`src/rtl/icache_if.sv`:
```
// Fetcher and memory-controller signal bundle for the icache.
// slave is the cache side; master is the fetcher/memory side that drives it.
`timescale 1ns/1ps
interface icache_if;
   logic          rdy;
   logic [31:0]   pc_from_fch;
   logic          enable_sign_from_fch;
   logic          hit_sign_to_fch;
   logic [31:0]   inst_to_fch;
   logic          clear_sign;
   logic [31:0]   pc_to_mem;
   logic          enable_sign_to_mem;
   logic          finish_sign_from_mem;
   logic [127:0]  inst_block_from_mem;

   modport slave (
      input  rdy, pc_from_fch, enable_sign_from_fch, clear_sign,
             finish_sign_from_mem, inst_block_from_mem,
      output hit_sign_to_fch, inst_to_fch, pc_to_mem, enable_sign_to_mem
   );

   modport master (
      output rdy, pc_from_fch, enable_sign_from_fch, clear_sign,
             finish_sign_from_mem, inst_block_from_mem,
      input  hit_sign_to_fch, inst_to_fch, pc_to_mem, enable_sign_to_mem
   );
endinterface

```
`src/rtl/icache.sv`:
```
// Direct-mapped instruction cache, 16-byte lines, one outstanding line fill.
// Define ICACHE_FORWARD_EN to forward the fill word to the fetcher in the finish cycle.
`timescale 1ns/1ps
module icache #(
   parameter int INDEX_BITS = 4
) (
   input  logic     clk,
   input  logic     rst,
   icache_if.slave  bus
);
   localparam int LINES    = 1 << INDEX_BITS;
   localparam int TAG_BITS = 28 - INDEX_BITS;

   typedef enum logic [0:0] {
      S_IDLE = 1'b0,
      S_MISS = 1'b1
   } state_t;

   state_t               r_state;
   state_t               w_state_nxt;
   logic [LINES-1:0]     r_valid;
   logic [TAG_BITS-1:0]  r_tag  [LINES];
   logic [127:0]         r_data [LINES];
   logic [31:0]          r_pending_addr;
   logic                 r_pending_drop;
   logic                 r_mem_en;

   logic [INDEX_BITS-1:0] w_index;
   logic [INDEX_BITS-1:0] w_fill_index;
   logic [TAG_BITS-1:0]   w_tag;
   logic [31:0]           w_line_addr;
   logic [127:0]          w_line;
   logic                  w_lookup_hit;
   logic                  w_hit;
   logic                  w_miss;
   logic                  w_fill;
   logic [31:0]           w_inst;
   logic                  w_unused_ok;

   function automatic logic [31:0] select_word(input logic [127:0] blk, input logic [1:0] sel);
      logic [31:0] word;
      case (sel)
         2'd0:    word = blk[31:0];
         2'd1:    word = blk[63:32];
         2'd2:    word = blk[95:64];
         2'd3:    word = blk[127:96];
         default: word = 32'h0000_0000;
      endcase
      return word;
   endfunction

   assign w_index      = bus.pc_from_fch[3+INDEX_BITS:4];
   assign w_tag        = bus.pc_from_fch[31:4+INDEX_BITS];
   assign w_line_addr  = {bus.pc_from_fch[31:4], 4'b0000};
   assign w_fill_index = r_pending_addr[3+INDEX_BITS:4];
   assign w_line       = r_data[w_index];
   assign w_lookup_hit = r_valid[w_index] && (r_tag[w_index] == w_tag);
   assign w_unused_ok  = ^{bus.pc_from_fch[1:0], r_pending_drop};

   assign bus.hit_sign_to_fch    = w_hit;
   assign bus.inst_to_fch        = w_inst;
   assign bus.enable_sign_to_mem = r_mem_en;
   assign bus.pc_to_mem          = r_pending_addr;

   // State register; rdy low freezes it.
   always_ff @(posedge clk or posedge rst) begin
      if (rst) begin
         r_state <= S_IDLE;
      end else if (bus.rdy) begin
         r_state <= w_state_nxt;
      end else begin
         r_state <= r_state;
      end
   end

   // Next state, lookup result and fill strobe.
   always_comb begin
      w_state_nxt = r_state;
      w_hit       = 1'b0;
      w_inst      = 32'h0000_0000;
      w_miss      = 1'b0;
      w_fill      = 1'b0;
      case (r_state)
         S_IDLE: begin
            if (bus.rdy && bus.enable_sign_from_fch) begin
               if (w_lookup_hit) begin
                  w_hit  = 1'b1;
                  w_inst = select_word(w_line, bus.pc_from_fch[3:2]);
               end else begin
                  w_miss      = 1'b1;
                  w_state_nxt = S_MISS;
               end
            end else begin
               w_state_nxt = S_IDLE;
            end
         end
         S_MISS: begin
            if (bus.rdy && bus.finish_sign_from_mem) begin
               w_fill      = 1'b1;
               w_state_nxt = S_IDLE;
`ifdef ICACHE_FORWARD_EN
               // A flush in the finish cycle itself also suppresses forwarding.
               if (bus.enable_sign_from_fch && !r_pending_drop && !bus.clear_sign &&
                   (w_line_addr == r_pending_addr)) begin
                  w_hit  = 1'b1;
                  w_inst = select_word(bus.inst_block_from_mem, bus.pc_from_fch[3:2]);
               end else begin
                  w_hit  = 1'b0;
               end
`endif
            end else begin
               w_state_nxt = S_MISS;
            end
         end
         default: begin
            w_state_nxt = S_IDLE;
         end
      endcase
   end

   // Miss bookkeeping, request pulse and valid bits.
   always_ff @(posedge clk or posedge rst) begin
      if (rst) begin
         r_valid        <= '0;
         r_pending_addr <= 32'h0000_0000;
         r_pending_drop <= 1'b0;
         r_mem_en       <= 1'b0;
      end else if (bus.rdy) begin
         r_mem_en <= w_miss;
         if (w_miss) begin
            r_pending_addr <= w_line_addr;
            r_pending_drop <= 1'b0;
         end else if ((r_state == S_MISS) && bus.clear_sign) begin
            r_pending_drop <= 1'b1;
         end else begin
            r_pending_drop <= r_pending_drop;
         end
         if (w_fill) begin
            r_valid[w_fill_index] <= 1'b1;
         end
      end else begin
         r_mem_en <= r_mem_en;
      end
   end

   // Tag and data arrays need no reset; valid bits gate every read.
   always_ff @(posedge clk) begin
      if (w_fill) begin
         r_tag[w_fill_index]  <= r_pending_addr[31:4+INDEX_BITS];
         r_data[w_fill_index] <= bus.inst_block_from_mem;
      end
   end
endmodule

```
`src/flat_wrapper.sv`:
```
// flat-port wrapper written by rule: the top's interface ports become plain ports
module icache_flat 
#(
   parameter int INDEX_BITS = 4
)
  (clk, rst, bus_rdy, bus_pc_from_fch, bus_enable_sign_from_fch, bus_clear_sign, bus_finish_sign_from_mem, bus_inst_block_from_mem, bus_hit_sign_to_fch, bus_inst_to_fch, bus_pc_to_mem, bus_enable_sign_to_mem);
  icache_if bus_i ();
  input  logic clk;
  input  logic rst;
  input wire logic [$bits(bus_i.rdy)-1:0] bus_rdy;
  input wire logic [$bits(bus_i.pc_from_fch)-1:0] bus_pc_from_fch;
  input wire logic [$bits(bus_i.enable_sign_from_fch)-1:0] bus_enable_sign_from_fch;
  input wire logic [$bits(bus_i.clear_sign)-1:0] bus_clear_sign;
  input wire logic [$bits(bus_i.finish_sign_from_mem)-1:0] bus_finish_sign_from_mem;
  input wire logic [$bits(bus_i.inst_block_from_mem)-1:0] bus_inst_block_from_mem;
  output wire logic [$bits(bus_i.hit_sign_to_fch)-1:0] bus_hit_sign_to_fch;
  output wire logic [$bits(bus_i.inst_to_fch)-1:0] bus_inst_to_fch;
  output wire logic [$bits(bus_i.pc_to_mem)-1:0] bus_pc_to_mem;
  output wire logic [$bits(bus_i.enable_sign_to_mem)-1:0] bus_enable_sign_to_mem;
  assign bus_i.rdy = bus_rdy;
  assign bus_i.pc_from_fch = bus_pc_from_fch;
  assign bus_i.enable_sign_from_fch = bus_enable_sign_from_fch;
  assign bus_i.clear_sign = bus_clear_sign;
  assign bus_i.finish_sign_from_mem = bus_finish_sign_from_mem;
  assign bus_i.inst_block_from_mem = bus_inst_block_from_mem;
  assign bus_hit_sign_to_fch = bus_i.hit_sign_to_fch;
  assign bus_inst_to_fch = bus_i.inst_to_fch;
  assign bus_pc_to_mem = bus_i.pc_to_mem;
  assign bus_enable_sign_to_mem = bus_i.enable_sign_to_mem;
  icache #(.INDEX_BITS(INDEX_BITS)) u_core (.clk(clk), .rst(rst), .bus(bus_i));
endmodule
```
`config.mk`:
```
export PLATFORM = sky130hd
export DESIGN_NAME = icache_flat
export DESIGN_NICKNAME = d
export VERILOG_FILES = /design/src/rtl/icache_if.sv /design/src/rtl/icache.sv /design/src/flat_wrapper.sv
export SDC_FILE = /design/constraint.sdc
export NUM_CORES = 2
export LEC_CHECK = 0
export BUFFER_PORTS_ARGS = -buffer_cell sky130_fd_sc_hd__buf_2
export CORE_UTILIZATION = 45
export CTS_BUF_LIST = sky130_fd_sc_hd__clkbuf_16
export CTS_CLUSTER_SIZE = 28
export DETAILED_ROUTE_END_ITERATION = 8
export SYNTH_ARGS = -nofsm -noshare
export SYNTH_HDL_FRONTEND = slang
export SYNTH_SLANG_ARGS = --single-unit
```
`constraint.sdc`:
```
create_clock -name clk -period 11.7 [get_ports clk]
set_input_delay 0 -clock clk [delete_from_list [all_inputs] [get_ports clk]]
set_output_delay 0 -clock clk [all_outputs]
set_load 0.01 [all_outputs]
```
Word-level counts from Yosys, hierarchy flattened:

Memory sizes are Yosys's and may differ from the RTL's.
Cells that the tools add are included.

* memories: 2
* flip-flop bits (word level): 46
* memory bits (writable): 2432

Memories
* u_core.r_data: words 16, bits a word 128, read ports 1, clocked after memory_dff 0, wr ports 1, RTL line icache.sv:23 `logic [127:0] r_data [LINES];`
* u_core.r_tag: words 16, bits a word 24, read ports 1, clocked after memory_dff 0, wr ports 1, RTL line icache.sv:22 `logic [TAG_BITS-1:0] r_tag [LINES];`

* reduce and logical (&&, ||, !) cells: 7
* magnitude comparators: 3
* equal/unequal tests: 4
* bitwise logic cells: 2
* mux-type cells: 20

Operators by type and width (number)
* $pmux W32 S4: 1
* $mux W32: 3
* $eq A24 B24 Y1: 1
* $or A16 B16 Y16: 1
* $mux W1: 13
* $lt A4 B5 Y1 const B: 2
* $bmux W1 S4: 1
* $demux W1 S4: 1
* $eq A2 B2 Y1 const B: 2
* $ge A4 B1 Y1 const B: 1
* $logic_and A1 B1 Y1: 4
* $reduce_and A2 Y1: 2
* $eq A2 B1 Y1 const B: 1
* $logic_not A2 Y1: 1
* $pmux W1 S2: 1
* $not A1 Y1: 1

Depth between registers and ports, before layout:

* word-level depth: 7
* mapped depth: 15

Worst setup path after synthesis:

OpenSTA, ideal clock, no wires.

* kind: register to register
* from: register u_core.r_pending_addr[6] (netlist: u_core.bus.pc_to_mem[6])
* to: register u_core.r_valid[0]
* setup slack: -0.555 ns
* cell stages (with the launch flop): 4
* library setup time: 0.131 ns
* arrival time: 12.124 ns
* required time: 11.569 ns
* path buffers: 0
* clock period less this slack: 12.255 ns
* path through: dfrtp_1 -> or3_1 -> nor3_1 -> or2_2

* cells in the longest elaborated chain, start to end: 5
* elaborated cells between the ends (all ways): 6

Ends and longest elaborated chain
* from (decl): RTL line icache.sv:24 `logic [31:0] r_pending_addr;`
* from (signal assigned): RTL line icache.sv:131 `r_pending_addr <= w_line_addr;`
* $lt A4 B5 Y1 (not written as such) or $ge A4 B1 Y1 (tied branches): RTL line icache.sv:139 `r_valid[w_fill_index] <= 1'b1;`
* $logic_and A1 B1 Y1 (not written as such): RTL line icache.sv:139
* $mux W1 (not written as such): RTL line icache.sv:139
* $demux W1 S4 (*)
* $or A16 B16 Y16 (no line) (*)
* to (signal assigned): RTL line icache.sv:124 `r_valid <= '0;`
* to (signal, indexed assignment): RTL line icache.sv:139
* to (decl): RTL line icache.sv:21 `logic [LINES-1:0] r_valid;`

Mark *: on every way between the ends. The rest lies on a longest branch, timed or not.
A chain may end at the register's enable or synchronous reset.

Final worst setup path:

* from: input port bus_pc_from_fch[6]
* to: output port bus_inst_to_fch[12]

* cells in the longest elaborated chain, start to end: 6
* elaborated cells between the ends (all ways): 10

Ends and longest elaborated chain
* from (decl): RTL line flat_wrapper.sv:11 `input wire logic [$bits(bus_i.pc_from_fch)-1:0] bus_pc_from_fch;`
* $mem_v2 Z16 W24 or $bmux W1 S4 (tied branches)
* $eq A24 B24 Y1 or $mux W1 (tied branches): RTL line icache.sv:57 `assign w_lookup_hit = r_valid[w_index] && (r_tag[w_index] == w_tag);`
* $logic_and A1 B1 Y1: RTL line icache.sv:57
* $mux W32 (*): RTL line icache.sv:86 `if (w_lookup_hit) begin`
* $mux W32 (*): RTL line icache.sv:85 `if (bus.rdy && bus.enable_sign_from_fch) begin`
* $mux W32 (*): RTL line icache.sv:83 `case (r_state)`
* to (decl): RTL line flat_wrapper.sv:17 `output wire logic [$bits(bus_i.inst_to_fch)-1:0] bus_inst_to_fch;`

Mark *: on every way between the ends. The rest lies on a longest branch, timed or not. The select of a mux whose other input is x is not followed.

==> results.json <==
{
  "postCtsSetupBuffers": 0,
  "drcViolationCount": 0,
  "period_needed_ns": 5.62,
  "wirelength_um": 232000,
  "ioPinCount": 232,
  "synth_cell_types": 65,
  "dr.pass1.iters": 5,
  "finClkSkew_ns": 0.0542,
  "rsz0062_at_grt": "no",
  "initial_core_util": 0.453,
  "rr_startpoint": "u_core.r_tag[5][3]",
  "drive_gt1_frac": 0.307,
  "final_util": 0.520,
  "yosysTopAreaCellShare": 0.761,
  "peakVddDrop_uv": 168,
  "finalCritPeriodShare": 0.480,
  "max_slew_margin": 0.156,
  "use_met2": 0.355,
  "clkPwrFrac": 0.397,
  "gr-usage-met3": 0.0392,
  "io_buffer_count": 224,
  "syn2layout_area_growth_pct": 15.0,
  "antenna_found_initial": 39,
  "syn_area_per_cell_um2": 24.0,
  "clock_latency_ns": 0.87,
  "whs_endpoint": "u_core.r_data[0][18]",
  "worstHoldStart": "bus_inst_block_from_mem[18]",
  "powerDensity_mw_per_mm2": 172,
  "wire_per_inst_um": 30.7,
  "dieArea_mm2": 0.215,
  "cts_buffer_depth": 3,
  "synth_area_mm2": 0.0959,
  "reg2reg_slack_ns": 7.61,
  "cpMostUsedCell": "buf_4",
  "dr.first_iter.drc_count": 4407,
  "cts_sinks": 2478,
  "fin_setup_tns_ns": 0,
  "hp-class": "in2reg",
  "hold_violations": 0,
  "synth-main-ff-cell": "edfxtp_1",
  "setup.worst_path.end_class": "output pin",
  "synth_top_cells_by_count": "edfxtp_1 (2432), mux4_2 (720), buf_2 (93)",
  "clockRootBuffer": "clkbuf_16",
  "min_path_cells": 2,
  "maxCapViolations": 0,
  "grt.overflow.total": 0,
  "yosys-top-cells-area": "edfxtp_1 (76%), mux4_2 (17%), dfrtp_1 (1.2%)",
  "routabilityCongestion": 0.768,
  "slowest_delay_ns": 0.79,
  "grt_pass1_wl_um": 332000,
  "path_clk_slew_ns": 0.06,
  "p_sw_frac": 0.220,
  "worst_r2r_path_depth": 9,
  "ctsResizeCount": 0,
  "busiest_layer": "met2",
  "die_w_um": 464,
  "intPower_mw": 14.8,
  "crit_fanout": 56,
  "crit_type": "in2out",
  "r2r-end": "u_core.bus.pc_to_mem[26]",
  "grt_max_degree": 109,
  "pwr-share-comb": 0.061,
  "status": "finished, final reports clean",
  "synth.most_common_cell": "edfxtp_1",
  "drv_slew": 0,
  "cpMaxStageDelayCell": "buf_4",
  "cts_tree": "yes",
  "fmaxAchievable_mhz": 178,
  "synth_cells": 3998,
  "synth_area_leader_cell": "edfxtp_1",
  "fin_cells": 7572,
  "final_antenna_net_count": 0,
  "dp_hpwl_um": 122000,
  "final-setup-viol-count": 0,
  "synthArstFlopShare": 0.0186,
  "grt_use_met1": 0.293,
  "yosysWarnings": 0,
  "viasPerCell": 5.89,
  "yosysSeqAreaShare": 0.773,
  "finalNetCount": 4704,
  "worstPathArrival_ns": 5.62,
  "rows": 169,
  "path_cells": "dlygate4sd3_1 -> buf_8 -> buf_4 -> buf_4 -> mux4_1 -> mux2i_1 -> xnor2_1 -> o22ai_1 -> nor4b_4 -> nand4_4 -> buf_4 -> a211oi_2 -> buf_2",
  "synth_edf_count": 2432,
  "crit_required_ns": 11.70,
  "seqPwrFrac": 0.542,
  "hold_ws_ns": 0.0542,
  "synth_seq_cells": 2478,
  "tightest_slew_ns": 1.23,
  "place_inst": 6910,
  "cts_buffers": 237,
  "finalInstanceArea_mm2": 0.110,
  "p_leak_nw": 35.1,
  "start_kind": "input port",
  "fp.dieH_um": 464,
  "vias": 44600,
  "placed_area_mm2": 0.100,
  "core_area_mm2": 0.212,
  "first_global_vias": 46000,
  "htreeDepth": 4,
  "power_switching_mw": 4.15,
  "track_usage": 0.216
}
==> state kept, by name, indices dropped and copies added, names as in the netlist <==
name,cells
u_core.bus.pc_to_mem,28
u_core.r_tag,384
u_core.r_data,2048
u_core.bus.enable_sign_to_mem,1
u_core.r_state,1
u_core.r_valid,16
==> worst max-delay path, delay by kind of cell <==
| family | cells | cell delay, ns |
|---|---|---|
| AOI/OAI and AO/OA | 2 | 0.94 |
| xor gates and xnor gates | 1 | 0.15 |
| buffers and inverters | 6 | 3.10 |
| muxes | 2 | 0.76 |
| and+or+nand+nor | 2 | 0.43 |
==> layer usage <==
| metal | up-vias | part of all wire |
|---|---|---|
| met3 | 363 | 0.058 |
| met2 | 1369 | 0.50 |
| met4 | 24 | 0.032 |
| li1 | 18400 | - |
| met1 | 24400 | 0.41 |
| met5 | - | 0.00070 |
==> power groups by stage <==
| stage | Sequential [mW] | Clock [mW] | Combinational [mW] |
|---|---|---|---|
| after floorplan | 10.4 | 0 | 0.659 |
| after global routing | 10.3 | 7.98 | 1.24 |
| after detailed placement | 10.4 | 0 | 1.10 |
| final | 10.3 | 7.51 | 1.16 |
| after CTS | 10.3 | 7.65 | 1.18 |
| after global placement | 10.4 | 0 | 1.09 |
==> layout make-up <==
type	count	area (µm²)
clock inverter	201	1720
timing repair buffer	527	4090
antenna	12	30.0
tap	2821	3530
inverter	10	45.0
multi-input combinational	1284	20700
fill	16300	102000
sequential	2478	74200
clock buffer	239	5980
==> repair_timing <==
action / 4_1_cts / 5_1_grt
hold endpoints to repair: 2124 / 0
hold buffers: 210 / 0
setup endpoints to repair: 0 / 0
==> cells by family after synthesis <==
family | share of synthesized area
other | 0.0000391
AO/OA/AOI/OAI | 0.0138
flip-flops | 0.773
buffers and inverters | 0.0123
multiplexers | 0.181
AND/OR/NAND/NOR | 0.0169
XOR/XNOR | 0.00219
==> through the flow <==
| step | setup slack [ns] | power [mW] |
|---|---|---|
| final | 6.08 | 18.9 |
| after global routing | 5.88 | 19.5 |
| after CTS | 5.98 | 19.1 |
| after detailed placement | 6.15 | 11.5 |
| after global placement | 6.14 | 11.5 |
| after floorplan | -0.393 | 11.0 |
==> layout by cell type (no fill, tap or decap), drive strengths merged, types with 4 or more instances in the layout <==
master          n
a211oi         66
a21oi           4
a22oi          34
and2           24
buf           316
bufinv         23
clkbuf        240
clkinv        114
clkinvlp        5
conb            4
dfrtp          46
diode          12
dlygate4sd3   210
edfxtp       2432
inv            69
mux2           14
mux2i          75
mux4          730
nand2          26
nand2b         10
nand3          38
nand4           7
nand4b         31
nor2           37
nor2b          39
nor3           15
o21ai          33
o22ai          14
or2            19
xnor2          16
xor2            8
==> worst max path at each step <==
stage,startpoint,endpoint,depth (start not counted)
after floorplan,u_core.bus.pc_to_mem[4],u_core.r_valid[8],3
after global placement,bus_pc_from_fch[4],bus_inst_to_fch[29],10
after detailed placement,bus_pc_from_fch[4],bus_inst_to_fch[29],10
after CTS,bus_pc_from_fch[6],bus_inst_to_fch[11],13
after global routing,bus_pc_from_fch[4],bus_inst_to_fch[5],10
final,bus_pc_from_fch[6],bus_inst_to_fch[12],13
Note: power is estimated with default switching activity, not from simulation.
